$ cat src/rtl/numbers_pkg.sv
// Shared sizing helpers for the MAC and rounding datapath.
// Widths derived here keep producer and consumer stages in agreement.
package numbers_pkg;

    // Full-precision accumulator width: product width plus growth
    // for summing len products, so no overflow is possible.
    function automatic int acc_width(input int wa, input int wb, input int len);
        return wa + wb + $clog2(len);
    endfunction

    // Tap counter width; at least one bit even for a single tap.
    function automatic int cnt_width(input int len);
        return (len > 1) ? $clog2(len) : 1;
    endfunction

endpackage

$ cat src/rtl/mac_mult_stage.sv
// Registered multiplier with valid/first/last frame sideband.
// Ports: clk, rst, hold (freeze all state), load (accept a sample),
//        in_a/in_b operands, prod/p_valid/p_first/p_last registered outputs.
module mac_mult_stage
    import numbers_pkg::*;
#(
    parameter int WIDTH_A   = 16,
    parameter int WIDTH_B   = 16,
    parameter int ACC_LEN   = 8,
    parameter int IS_SIGNED = 1,
    localparam int WIDTH_P  = WIDTH_A + WIDTH_B
) (
    input  logic               clk,
    input  logic               rst,
    input  logic               hold,
    input  logic               load,
    input  logic [WIDTH_A-1:0] in_a,
    input  logic [WIDTH_B-1:0] in_b,
    output logic [WIDTH_P-1:0] prod,
    output logic               p_valid,
    output logic               p_first,
    output logic               p_last
);

    localparam int CW = cnt_width(ACC_LEN);
    localparam logic [CW-1:0] LAST_TAP = CW'(ACC_LEN - 1);

    logic [WIDTH_P-1:0] prod_q, prod_d;
    logic               p_valid_q, p_valid_d;
    logic               p_first_q, p_first_d;
    logic               p_last_q, p_last_d;
    logic [CW-1:0]      tap_cnt_q, tap_cnt_d;
    logic [WIDTH_P-1:0] a_x, b_x;

    // Operands are extended to the product width so the low WIDTH_P
    // bits of the multiply are exact for both signed and unsigned use.
    always_comb begin
        if (IS_SIGNED != 0) begin
            a_x = {{WIDTH_B{in_a[WIDTH_A-1]}}, in_a};
            b_x = {{WIDTH_A{in_b[WIDTH_B-1]}}, in_b};
        end else begin
            a_x = {{WIDTH_B{1'b0}}, in_a};
            b_x = {{WIDTH_A{1'b0}}, in_b};
        end
    end

    always_comb begin
        prod_d    = prod_q;
        p_valid_d = p_valid_q;
        p_first_d = p_first_q;
        p_last_d  = p_last_q;
        tap_cnt_d = tap_cnt_q;
        if (!hold) begin
            if (load) begin
                prod_d    = a_x * b_x;
                p_valid_d = 1'b1;
                p_first_d = (tap_cnt_q == '0);
                p_last_d  = (tap_cnt_q == LAST_TAP);
                tap_cnt_d = (tap_cnt_q == LAST_TAP) ? '0
                                                    : tap_cnt_q + CW'(1);
            end else begin
                p_valid_d = 1'b0;
            end
        end
    end

    always_ff @(posedge clk) begin
        if (rst) begin
            prod_q    <= '0;
            p_valid_q <= 1'b0;
            p_first_q <= 1'b0;
            p_last_q  <= 1'b0;
            tap_cnt_q <= '0;
        end else begin
            prod_q    <= prod_d;
            p_valid_q <= p_valid_d;
            p_first_q <= p_first_d;
            p_last_q  <= p_last_d;
            tap_cnt_q <= tap_cnt_d;
        end
    end

    assign prod    = prod_q;
    assign p_valid = p_valid_q;
    assign p_first = p_first_q;
    assign p_last  = p_last_q;

endmodule

$ cat src/rtl/mac_accumulator.sv
// Pipelined multiply-accumulate: sums ACC_LEN products per result.
// Ports: clk, rst, ena, in_valid/in_ready/in_a/in_b sample input,
//        out_valid/out_ready/out_data full-precision result output.
module mac_accumulator
    import numbers_pkg::*;
#(
    parameter int WIDTH_A    = 16,
    parameter int WIDTH_B    = 16,
    parameter int ACC_LEN    = 8,
    parameter int IS_SIGNED  = 1,
    localparam int WIDTH_ACC = acc_width(WIDTH_A, WIDTH_B, ACC_LEN)
) (
    input  logic                 clk,
    input  logic                 rst,
    input  logic                 ena,
    input  logic                 in_valid,
    output logic                 in_ready,
    input  logic [WIDTH_A-1:0]   in_a,
    input  logic [WIDTH_B-1:0]   in_b,
    output logic                 out_valid,
    input  logic                 out_ready,
    output logic [WIDTH_ACC-1:0] out_data
);

    localparam int WIDTH_P = WIDTH_A + WIDTH_B;

    if (WIDTH_A <= 0) begin : g_chk_wa
        $error("mac_accumulator: WIDTH_A must be > 0, got %0d", WIDTH_A);
    end
    if (WIDTH_B <= 0) begin : g_chk_wb
        $error("mac_accumulator: WIDTH_B must be > 0, got %0d", WIDTH_B);
    end
    if (ACC_LEN < 1) begin : g_chk_len
        $error("mac_accumulator: ACC_LEN must be >= 1, got %0d", ACC_LEN);
    end

    logic [WIDTH_P-1:0]   prod;
    logic                 p_valid, p_first, p_last;
    logic                 stall, hold, acc_in, adv, out_fire;
    logic [WIDTH_ACC-1:0] prod_x, sum;
    logic [WIDTH_ACC-1:0] acc_q, acc_d;
    logic [WIDTH_ACC-1:0] out_data_q, out_data_d;
    logic                 out_valid_q, out_valid_d;

    // Only a finished sum blocked by a full output register stalls;
    // partial taps keep flowing into the accumulator.
    assign stall    = p_valid & p_last & out_valid_q & ~out_ready;
    assign in_ready = ~rst & ena & ~stall;
    assign acc_in   = in_valid & in_ready;
    assign hold     = ~ena | stall;
    assign adv      = ena & ~stall & p_valid;
    assign out_fire = out_valid_q & out_ready & ena;

    mac_mult_stage #(
        .WIDTH_A   (WIDTH_A),
        .WIDTH_B   (WIDTH_B),
        .ACC_LEN   (ACC_LEN),
        .IS_SIGNED (IS_SIGNED)
    ) u_mult (
        .clk     (clk),
        .rst     (rst),
        .hold    (hold),
        .load    (acc_in),
        .in_a    (in_a),
        .in_b    (in_b),
        .prod    (prod),
        .p_valid (p_valid),
        .p_first (p_first),
        .p_last  (p_last)
    );

    always_comb begin
        if (IS_SIGNED != 0) begin
            prod_x = WIDTH_ACC'($signed(prod));
        end else begin
            prod_x = WIDTH_ACC'(prod);
        end
    end

    // First tap restarts the sum, so acc needs no clearing between frames.
    assign sum = p_first ? prod_x : acc_q + prod_x;

    always_comb begin
        acc_d       = acc_q;
        out_data_d  = out_data_q;
        out_valid_d = out_valid_q;
        if (out_fire) begin
            out_valid_d = 1'b0;
        end
        if (adv) begin
            if (p_last) begin
                out_data_d  = sum;
                out_valid_d = 1'b1;
            end else begin
                acc_d = sum;
            end
        end
    end

    always_ff @(posedge clk) begin
        if (rst) begin
            acc_q       <= '0;
            out_data_q  <= '0;
            out_valid_q <= 1'b0;
        end else begin
            acc_q       <= acc_d;
            out_data_q  <= out_data_d;
            out_valid_q <= out_valid_d;
        end
    end

    assign out_data  = out_data_q;
    assign out_valid = out_valid_q;

endmodule

$ cat config.mk
export PLATFORM = sky130hd
export DESIGN_NAME = mac_accumulator
export DESIGN_NICKNAME = d
export VERILOG_FILES = /design/src/rtl/numbers_pkg.sv /design/src/rtl/mac_mult_stage.sv /design/src/rtl/mac_accumulator.sv
export SDC_FILE = /design/constraint.sdc
export NUM_CORES = 1
export LEC_CHECK = 0
export ABC_AREA = 0
export CORE_MARGIN = 5
export CORE_UTILIZATION = 55
export DETAILED_ROUTE_END_ITERATION = 7
export PLACE_DENSITY = 0.72
export SLEW_MARGIN = 20
export SYNTH_ARGS = -nofsm -noshare
export SYNTH_HDL_FRONTEND = slang
export SYNTH_HIERARCHICAL = 1
export SYNTH_SLANG_ARGS = --single-unit
$ cat constraint.sdc
create_clock -name clk -period 12.6 [get_ports clk]
set_input_delay 2.52 -clock clk [delete_from_list [all_inputs] [get_ports clk]]
set_output_delay 2.52 -clock clk [all_outputs]
set_load 0.005 [all_outputs]
# Yosys cells after proc, flatten, opt, wreduce, memory -nomap -nowiden
# Index checks and enable logic that the tools add are counted.
[totals]
regBits = 109
inputBits = 37
output_inout_bits = 37
wordCells = 39
[classes]
add_sub_neg = 2
multipliers = 1
eq_ne = 1
muxes = 6
bitwise_logic = 17
n_reduce_logical = 4
[op_table]
columns = ["operator", "n"]
rows = [
  ["$add A35 B35 Y35", 1],
  ["$mux W35", 1],
  ["$mul A16 B16 Y32", 1],
  ["$and A1 B1 Y1", 10],
  ["$not A1 Y1", 6],
  ["$reduce_and A2 Y1", 3],
  ["$mux W1", 4],
  ["$add A3 B1 Y3 const B", 1],
  ["$eq A3 B3 Y1 const B", 1],
  ["$logic_not A3 Y1", 1],
  ["$mux W3", 1],
  ["$or A1 B1 Y1", 1],
]

# Depth between registers and ports, before layout
# Gate-level depths: netlist of run 1.
[logic_depth]
depth_word = 7
ltp_mapped = 23
depth_no_buf = 22

# Hierarchy
# The synthesis of run 1 kept the hierarchy.
[modules_own_cells]
columns = ["mod", "instances", "cells_per_inst", "area_per_inst_um2", "seq_area_each_um2"]
rows = [
  ["mac_mult_stage", 1, 1208, 11104.4, 760.7],
  ["mac_accumulator", 1, 607, 4782.1, 1421.4],
]

# Worst setup path after synthesis of run 1
# No wires, ideal clock.
[synth_path]
kind = "input -> register"
startpoint = "in in_a[15]"
endpoint = "reg u_mult.prod_q[29], in the netlist u_mult/prod[29]"
setup_time_ns = 0.117
t_arrival_ns = 8.012
t_required_ns = 12.483
slack_ns = 4.471
path_stages = 18
path_buffers = 1
cell_sequence = "clkbuf_1 nand2_1 inv_1 fa_1 fa_1 fa_1 fa_1 fa_1 fa_1 ha_1 a21o_1 a21o_1 a21oi_1 a21boi_0 a21boi_0 o21bai_1 xor2_1 a22o_1"
[synth_between]
elab_chain_cells = 1
[synth_lines]
columns = ["item", "line_no", "source"]
rows = [
  ["from (decl)", "mac_accumulator.sv:18", "input logic [WIDTH_A-1:0] in_a,"],
  ["$mul A16 B16 Y32", "mac_mult_stage.sv:55", "prod_d = a_x * b_x;"],
  ["to (signal assigned)", "mac_mult_stage.sv:75", "prod_q <= prod_d;"],
  ["to (decl)", "mac_mult_stage.sv:28", "logic [WIDTH_P-1:0] prod_q, prod_d;"],
]
# No other way between the ends.
# A chain may end at the register's enable or synchronous reset.

# Final worst setup path of run 1
[layout_path]
startpoint = "in in_b[3]"
endpoint = "reg u_mult.prod_q[29], in the netlist u_mult/prod[29]"
[layout_between]
elab_chain_cells = 1
[layout_lines]
columns = ["item", "line_no", "source"]
rows = [
  ["from (decl)", "mac_accumulator.sv:19", "input logic [WIDTH_B-1:0] in_b,"],
  ["$mul A16 B16 Y32", "mac_mult_stage.sv:55", ""],
]
# No other way between the ends.

==> results.json, run 1 <==
{
  "wire_per_inst_um": 16.9,
  "synth_compound_area_share_pct": 13.5,
  "clock_sinks": 109,
  "die_w_um": 180,
  "synth_mux_area_share_pct": 0.835,
  "synth-xor-area-share_pct": 3.36,
  "synth_top_family_by_area": "adder cells",
  "min_to": "u_mult/p_first",
  "rsz0062_at_grt": "false",
  "crit_cells": 17,
  "syn_nets": 2234,
  "worstPathCellList": "clkdlybuf4s50_1 -> and2_1 -> fa_1 -> fa_1 -> fa_1 -> fa_1 -> fa_1 -> fa_1 -> ha_1 -> a21o_1 -> a21o_1 -> a21oi_1 -> a21boi_0 -> a21boi_0 -> o21bai_1 -> xor2_1 -> a22o_1",
  "r2r_slack_ps": 9270,
  "synthArstFlopShare_pct": 0,
  "stdcell_count": 2215,
  "overflow": 0,
  "numPortBuffers": 73,
  "dieHeight_um": 180,
  "wirelength_mm": 37.5,
  "clk_latency_ps": 360,
  "period_share_pct": 69.9,
  "worstMarginPinSlew_ps": 748,
  "gp_congestion": 0.894,
  "min_from": "u_mult/p_first",
  "cts-resized-gates": 0,
  "cp_slowest_cell": "fa_1",
  "drc": 0,
  "worstReg2RegEnd": "out_data[30]",
  "hold_buffers": 0,
  "antenna_cells": 0,
  "clock_path_buffers": 2,
  "max_freq_ghz": 0.114,
  "start_kind": "primary input",
  "grt_pass1_wl_mm": 64.2,
  "postRouteAntennaNets": 0,
  "antenna_found_initial": 0,
  "ys.flop_type": "dfxtp_1",
  "vias": 12300,
  "yosysWarnings": 6,
  "drt_iter0_drc": 649,
  "hp-class": "reg -> reg",
  "dieArea_mm2": 0.0324,
  "initial_core_util_pct": 55.5,
  "grt_pass1_vias": 13000,
  "area_delta_synth_final_pct": 7.95,
  "worstPathArrival_ps": 9050,
  "yosysSeqAreaShare_pct": 13.7,
  "io_pins": 74,
  "r2r_start": "u_mult/prod[0]",
  "status": "completed",
  "post_route_cells_drive_above_1_share_pct": 2.51,
  "cts_tree": "built",
  "maxSlewViolCount": 0,
  "synth_edf_count": 0,
  "period_needed_ps": 8800,
  "dpl.cell_count": 2200,
  "fin_setup_tns_ps": 0,
  "cts_root_buf": "clkbuf_16",
  "relSlewSlack_pct": 50.0,
  "path_max_fanout": 16,
  "synth-simple-area-share_pct": 17.6,
  "synth_area_mm2": 0.0159,
  "critical_path.max_stage_delay_ps": 900,
  "ys_types": 77,
  "required_ps": 12850,
  "setup_viol": 0,
  "synth_cells": 1815,
  "grt_max_degree": 70,
  "row_count": 62,
  "max-cap-violations": 0,
  "nNetsFinal": 2246,
  "fillCellCount": 2511,
  "crit_family": "adder cells",
  "hold-path-cell-count": 2,
  "htree_num_levels": 3,
  "numCtsBuffers": 9,
  "core_mm2": 0.0286,
  "yosys.area_share.adder_pct": 42.5,
  "dr.pass1.iters": 5,
  "fin_area_mm2": 0.0171,
  "crit_buf_inv": 1,
  "reg2reg_depth": 12,
  "hold_slack_ps": 448,
  "cp-end-kind": "flip-flop",
  "vias_per_cell": 5.55,
  "finalClockSkew_ps": 12.1,
  "dpl.hpwl_mm": 30.7,
  "placed_cell_area_mm2": 0.0169,
  "cp_common_cell": "fa_1",
  "postSynthAreaPerCell_um2": 8.75,
  "path_clk_slew_ps": 70,
  "post_cts_buffers": 0,
  "hold_viol_final": 0,
  "worstSetupPathType": "in -> reg",
  "grt_use_total_pct": 23.7,
  "ys_seq_elements": 109
}
==> stage by stage <==
stage	util, %	worst slack [ps]
6_report	59.9	3800
5_1_grt	59.9	3380
4_1_cts	59.9	3830
3_5_place_dp	58.9	3450
3_3_place_gp	58.9	3610
2_1_floorplan	-	4470
==> kinds of logic after synthesis <==
logic type      after synthesis
xor+xnor                     61
simple gates                588
buf+inv                     355
compound gates              307
fa+ha+maj                   382
mux                          13
flops                       109
==> worst max-delay path by stage <==
stage	slack, ps	from	endpoint
2_1_floorplan	4470	in_a[15]	u_mult/prod[29]
3_5_place_dp	3450	in_b[3]	u_mult/prod[29]
6_report	3800	in_b[3]	u_mult/prod[29]
5_1_grt	3380	in_a[15]	u_mult/prod[28]
3_3_place_gp	3610	in_a[15]	u_mult/prod[29]
4_1_cts	3830	in_b[3]	u_mult/prod[29]
==> metal layers <==
layer  part of all wire, %  wire, um  vias up  GRT usage, %
li1                      -         -     5863             -
met1                    44     16700     6102          31.5
met2                    49     18400      286          41.8
met4                   1.4       526        0          4.45
met5                     0         0        -             0
met3                   5.1      1930       46          3.48
==> registers in the layout (all words and copies together) (netlist names) <==
register and count:
acc_q 35, out_data 35, out_valid 1, u_mult/p_first 1, u_mult/p_last 1, u_mult/p_valid 1
u_mult/prod 32, u_mult/tap_cnt_q 3
==> synthesized netlist by cell type, types with 3 or more instances <==
master,count,area (um2)
inv_1,275,1030
fa_1,263,5270
nand2_1,210,788
nor2_1,133,499
and2_1,126,788
ha_1,119,1490
dfxtp_1,109,2180
a21oi_1,81,405
clkbuf_1,71,267
a211oi_1,43,323
a21o_1,41,308
o21ai_0,41,205
xnor2_1,39,342
nor3_1,25,125
xor2_1,22,193
nand2b_1,20,125
nand3_1,20,100
a31oi_1,15,93.8
a311oi_1,14,123
mux2i_1,11,110
and3_1,9,56.3
o21bai_1,9,67.6
buf_1,8,30.0
nor2b_1,8,50.1
nand4_1,7,43.8
o21a_1,7,52.6
o21ai_1,7,35.0
or3_1,6,37.5
and4_1,5,43.8
a21boi_0,4,30.0
a41oi_1,4,35.0
nand3b_1,4,30.0
a211o_1,3,26.3
nand4b_1,3,26.3
o211ai_1,3,22.5
o31ai_1,3,22.5
==> worst register-to-register path, cell delays in order, from the launching register on <==
cell,delay (ps)
dfxtp_1,370
ha_1,190
inv_1,60
fa_1,360
and2b_1,240
o211ai_1,150
a211o_1,380
a31oi_4,260
a31oi_4,160
o31ai_2,340
a31oi_1,170
xor2_1,180
a2111oi_1,370
==> placed cells by master, fill, tap and decap left out, types with 39 or more instances in the layout <==
master           synthesis  routed
inv_1                  275     275
fa_1                   263     263
nand2_1                210     210
nor2_1                 133     131
and2_1                 126     126
ha_1                   119     119
dfxtp_1                109     108
a21oi_1                 81      81
clkdlybuf4s50_1          0      72
a211oi_1                43      43
o21ai_0                 41      41
a21o_1                  41      41
xnor2_1                 39      39
==> layout make-up <==
cell class                 count  area, um2  share of cell area [%]
multi-input combinational   1351      12400                    72.2
sequential                   109       2180                    12.7
inverter                     275       1030                    6.02
timing repair buffer          81        788                    4.60
tap                          384        480                    2.80
clock buffer                   9        225                    1.31
clock inverter                 6       57.6                   0.336
Power of run 1 is not shown: default switching activity piles up to over one toggle a cycle in this logic, so the estimate is an artifact.
==> run 2, diff against run 1 <==
PLACE_DENSITY = 0.75   (was 0.72)
clock period = 7.3 ns   (was 12.6 ns; I/O delays follow)
==> run 2 against run 1 <==
- via count up 4.1%
- global-route usage up 0.086 points
- count of clock-buffer cells in the layout unchanged
- cell area up 5.7%
- flip-flop and latch count unchanged
==> results.json, run 2 (synthesis gave the netlist of run 1 again) <==
{
  "status": "completed",
  "vias": 12800,
  "start_kind": "primary input",
  "hold_slack_ps": 470,
  "required_ps": 7540,
  "max_freq_ghz": 0.143,
  "grt_pass1_wl_mm": 65.4,
  "r2r_slack_ps": 3970,
  "clock_sinks": 109,
  "post_route_cells_drive_above_1_share_pct": 8.20,
  "period_needed_ps": 6980,
  "relSlewSlack_pct": 44.4,
  "numCtsBuffers": 9,
  "setup_ws_ps": 318,
  "nNetsFinal": 2354,
  "dpl_worst_slack_ps": -183,
  "hold-path-cell-count": 2,
  "htree_num_levels": 3,
  "dr.pass1.iters": 5,
  "cp_common_cell": "fa_1",
  "worstPathArrival_ps": 7220,
  "dieArea_mm2": 0.0324,
  "min_from": "acc_q[7]",
  "fin_area_mm2": 0.0181,
  "gp_congestion": 0.877,
  "finalClockSkew_ps": 7.32,
  "period_share_pct": 95.6,
  "hp-class": "reg -> reg",
  "area_delta_synth_final_pct": 14.1,
  "die_w_um": 180,
  "hold_viol_final": 0,
  "drc": 0,
  "postRouteAntennaNets": 0,
  "fillCellCount": 2377,
  "worstPathCellList": "clkdlybuf4s50_1 -> buf_4 -> buf_4 -> nand2_1 -> fa_1 -> fa_1 -> fa_1 -> fa_1 -> inv_1 -> fa_1 -> fa_1 -> ha_1 -> o21ai_0 -> a21oi_1 -> o22ai_1 -> a41oi_4 -> a41o_1 -> a2111oi_4 -> or3_1 -> nand3_1",
  "overflow": 0,
  "path_clk_slew_ps": 70,
  "antenna_found_initial": 0,
  "stdcell_count": 2324,
  "maxSlewViolCount": 0,
  "clock_path_buffers": 2,
  "dpl.hpwl_mm": 31.7,
  "worstSetupPathType": "in -> reg",
  "r2r_start": "u_mult/prod[0]",
  "hold_buffers": 0,
  "worstReg2RegEnd": "out_data[30]",
  "critical_path.max_stage_delay_ps": 550,
  "drt_iter0_drc": 776,
  "max-cap-violations": 0,
  "placed_cell_area_mm2": 0.0178,
  "grt_use_total_pct": 23.8,
  "path_max_fanout": 10,
  "wire_per_inst_um": 16.3,
  "cts_root_buf": "clkbuf_16",
  "final_cell_mix": "275 x inv_1, 262 x fa_1, 210 x nand2_1, 131 x nor2_1, 126 x and2_1",
  "cp_slowest_cell": "fa_1",
  "vias_per_cell": 5.51,
  "setup_viol": 0,
  "cts_tree": "built",
  "dieHeight_um": 180,
  "wirelength_mm": 37.8,
  "core_mm2": 0.0286,
  "min_to": "acc_q[7]",
  "final_common_cell": "inv_1",
  "grt_pass1_vias": 13700,
  "grt_max_degree": 67,
  "reg2reg_depth": 12,
  "row_count": 62,
  "rsz0062_at_grt": "false",
  "initial_core_util_pct": 55.5,
  "antenna_cells": 0,
  "numPortBuffers": 73,
  "dpl.cell_count": 2308,
  "cp-end-kind": "flip-flop",
  "clk_latency_ps": 360,
  "io_pins": 74,
  "worstMarginPinSlew_ps": 830
}
run 2: cell types whose count changed in the layout (fill, tap and decap cells not counted), sizes merged:
cell,previous run,this run
buf,9,117
clkinvlp,0,1
dlymetal6s2s,0,3
bufinv,0,1
clkdlybuf4s50,72,69
inv,277,276
run 2: worst max-delay path by stage:
stage | slack [ps] | endpoint | depth (start not counted) | startpoint
final | 320 | u_mult/prod[31] | 20 | in_b[1]
after global routing | 10 | u_mult/prod[31] | 23 | in_a[9]
after CTS | 180 | u_mult/prod[30] | 20 | in_a[9]
after detailed placement | -180 | u_mult/prod[30] | 20 | in_a[9]
after global placement | -60 | u_mult/prod[30] | 21 | in_b[1]
after floorplan | 230 | u_mult/prod[29] | 18 | in_a[15]
run 2: repair_timing:
| item | in CTS | in global routing |
|---|---|---|
| resized for setup | 0 | 8 |
| endpoints found under the setup margin | 0 | 10 |
| setup buffers | 0 | 0 |
run 2: critical path, delay by kind of cell:
kind | cells | cell delay [ps]
AO/OA/AOI/OAI | 6 | 1290
adder cells (fa/ha/maj) | 7 | 3270
buffers and inverters | 4 | 880
AND/OR/NAND/NOR | 3 | 300
run 2: stage by stage:
| stage | util, % | TNS [ps] |
|---|---|---|
| floorplan | - | 0 |
| global placement | 62.2 | -164 |
| detailed placement | 62.2 | -1220 |
| CTS | 63.2 | 0 |
| global route | 63.3 | 0 |
| finish | 63.3 | 0 |
run 2: area by class of cell:
cell class / count / area, um2 / share of cell area [%]
clock buffer: 9 / 225 / 1.24
multi-input combinational: 1351 / 12400 / 68.4
tap: 384 / 480 / 2.65
inverter: 275 / 1030 / 5.69
timing repair buffer: 189 / 1730 / 9.55
clock inverter: 7 / 73.8 / 0.407
sequential: 109 / 2180 / 12.0
run 2: layer usage:
layer	global-route usage [%]	share of wire (%)	vias up
met3	3.27	4.4	75
met1	30.3	43	6347
met4	5.97	2.3	0
met2	42.8	50	312
li1	-	-	6072
met5	0	0	-
Power of run 2 is left out for the same reason.
==> run 3, diff against run 2 <==
CORE_MARGIN = 1   (was 5)
REMOVE_ABC_BUFFERS = 1   (was not set)
==> run 3 against run 2 <==
- sequential share of layout area hardly changed
- register-to-register slack worse by 30 ps
- final cell count is 0.22% lower
- critical path depth is 1 higher
- wire length is 3.2% lower
- worst hold slack worse by 12 ps
- core utilization is 1.3 points higher
- die area is 8.7% lower
- worst setup slack worse by 73 ps
- cell area is 0.20% higher
- maximum frequency is 1.0% lower
- first-iteration DRC count is 25% lower
==> results.json, run 3 (synthesis gave the netlist of run 1 again) <==
{
  "hold_viol_final": 0,
  "cts_tree": "built",
  "dr.pass1.iters": 5,
  "antenna_found_initial": 0,
  "grt_pass1_wl_mm": 63.0,
  "cp_slowest_cell": "clkdlybuf4s50_1",
  "final_cell_mix": "275 x inv_1, 261 x fa_1, 210 x nand2_1, 131 x nor2_1, 126 x and2_1",
  "hold_buffers": 0,
  "gp_congestion": 0.904,
  "drc": 0,
  "final_common_cell": "inv_1",
  "io_pins": 74,
  "nNetsFinal": 2356,
  "dieHeight_um": 172,
  "vias": 12600,
  "post_cts_buffers": 0,
  "critical_path.max_stage_delay_ps": 610,
  "rsz0062_at_grt": "false",
  "post_route_cells_drive_above_1_share_pct": 8.35,
  "worstSetupPathType": "in -> reg",
  "hold_slack_ps": 458,
  "postRouteAntennaNets": 0,
  "clock_sinks": 109,
  "finalClockSkew_ps": 7.13,
  "grt_max_degree": 59,
  "wirelength_mm": 36.6,
  "crit_buf_inv": 5,
  "numCtsBuffers": 9,
  "max_freq_ghz": 0.142,
  "path_clk_slew_ps": 70,
  "setup_viol": 0,
  "drt_iter0_drc": 584,
  "grt_pass1_vias": 13300,
  "relSlewSlack_pct": 49.7,
  "setup_ws_ps": 245,
  "cts_root_buf": "clkbuf_16",
  "dpl_worst_slack_ps": -292,
  "numPortBuffers": 73,
  "core_mm2": 0.0281,
  "antenna_cells": 0,
  "crit_family": "adder cells",
  "period_share_pct": 96.6,
  "hp-class": "reg -> reg",
  "status": "completed",
  "worstPathCellList": "clkdlybuf4s50_1 -> buf_4 -> nand2_1 -> fa_1 -> fa_1 -> fa_1 -> fa_1 -> inv_1 -> fa_1 -> inv_1 -> fa_1 -> inv_1 -> ha_1 -> o21ai_0 -> a21oi_1 -> o22ai_2 -> a41oi_4 -> a41o_1 -> o21ai_0 -> xor2_1 -> a211oi_1",
  "maxSlewViolCount": 0,
  "grt_use_total_pct": 26.5,
  "clk_latency_ps": 350,
  "cp_common_cell": "fa_1",
  "cts-resized-gates": 0,
  "htree_num_levels": 3,
  "dieArea_mm2": 0.0296,
  "dpl.hpwl_mm": 30.8,
  "clock_path_buffers": 2,
  "area_delta_synth_final_pct": 14.3,
  "max-cap-violations": 0,
  "start_kind": "primary input",
  "fin_setup_tns_ps": 0,
  "overflow": 0,
  "vias_per_cell": 5.42,
  "worstPathArrival_ps": 7320,
  "die_w_um": 172,
  "wire_per_inst_um": 15.8,
  "row_count": 61,
  "worstMarginPinSlew_ps": 752,
  "r2r_slack_ps": 3940,
  "initial_core_util_pct": 56.6,
  "period_needed_ps": 7060,
  "cp-end-kind": "flip-flop",
  "required_ps": 7570,
  "path_max_fanout": 5
}
-- run 3: through the flow --
step                cell area (um2)  utilization, %  cells
finish                        18200            64.7   2319
global route                  18200            64.7   2319
CTS                           18100            64.5   2319
detailed placement            17800            63.4   2304
global placement              17800            63.4   2304
floorplan                     15600               -   1735
-- run 3: final timing paths --
path                  startpoint              end  cells past startpoint
setup / recovery         in_a[9]  u_mult/prod[21]                     21
setup reg to reg  u_mult/prod[0]        acc_q[30]                     12
hold reg to reg      out_data[7]      out_data[7]                      2
hold / removal       out_data[7]      out_data[7]                      2
-- run 3: layer usage --
layer	GRT usage (%)	routed length, um	part of all wire (%)	up-vias
li1	-	-	-	6085
met2	47.3	18200	50	268
met4	6.27	558	1.5	0
met5	0	0	0	-
met1	34.9	16500	45	6181
met3	1.99	1320	3.6	42
-- run 3: final cells by class --
cell class,instances,area (um2)
multi-input combinational,1351,12400
fill,2409,9920
sequential,109,2180
timing repair buffer,191,1740
inverter,275,1030
tap,378,473
clock buffer,12,256
clock inverter,3,68.8
-- run 3: tightest hold or removal path, stage by stage (launching register included) --
cell	delay, ps
dfxtp_1	310
nand2_1	50
a21oi_1	50
Power of run 3 is left out for the same reason.
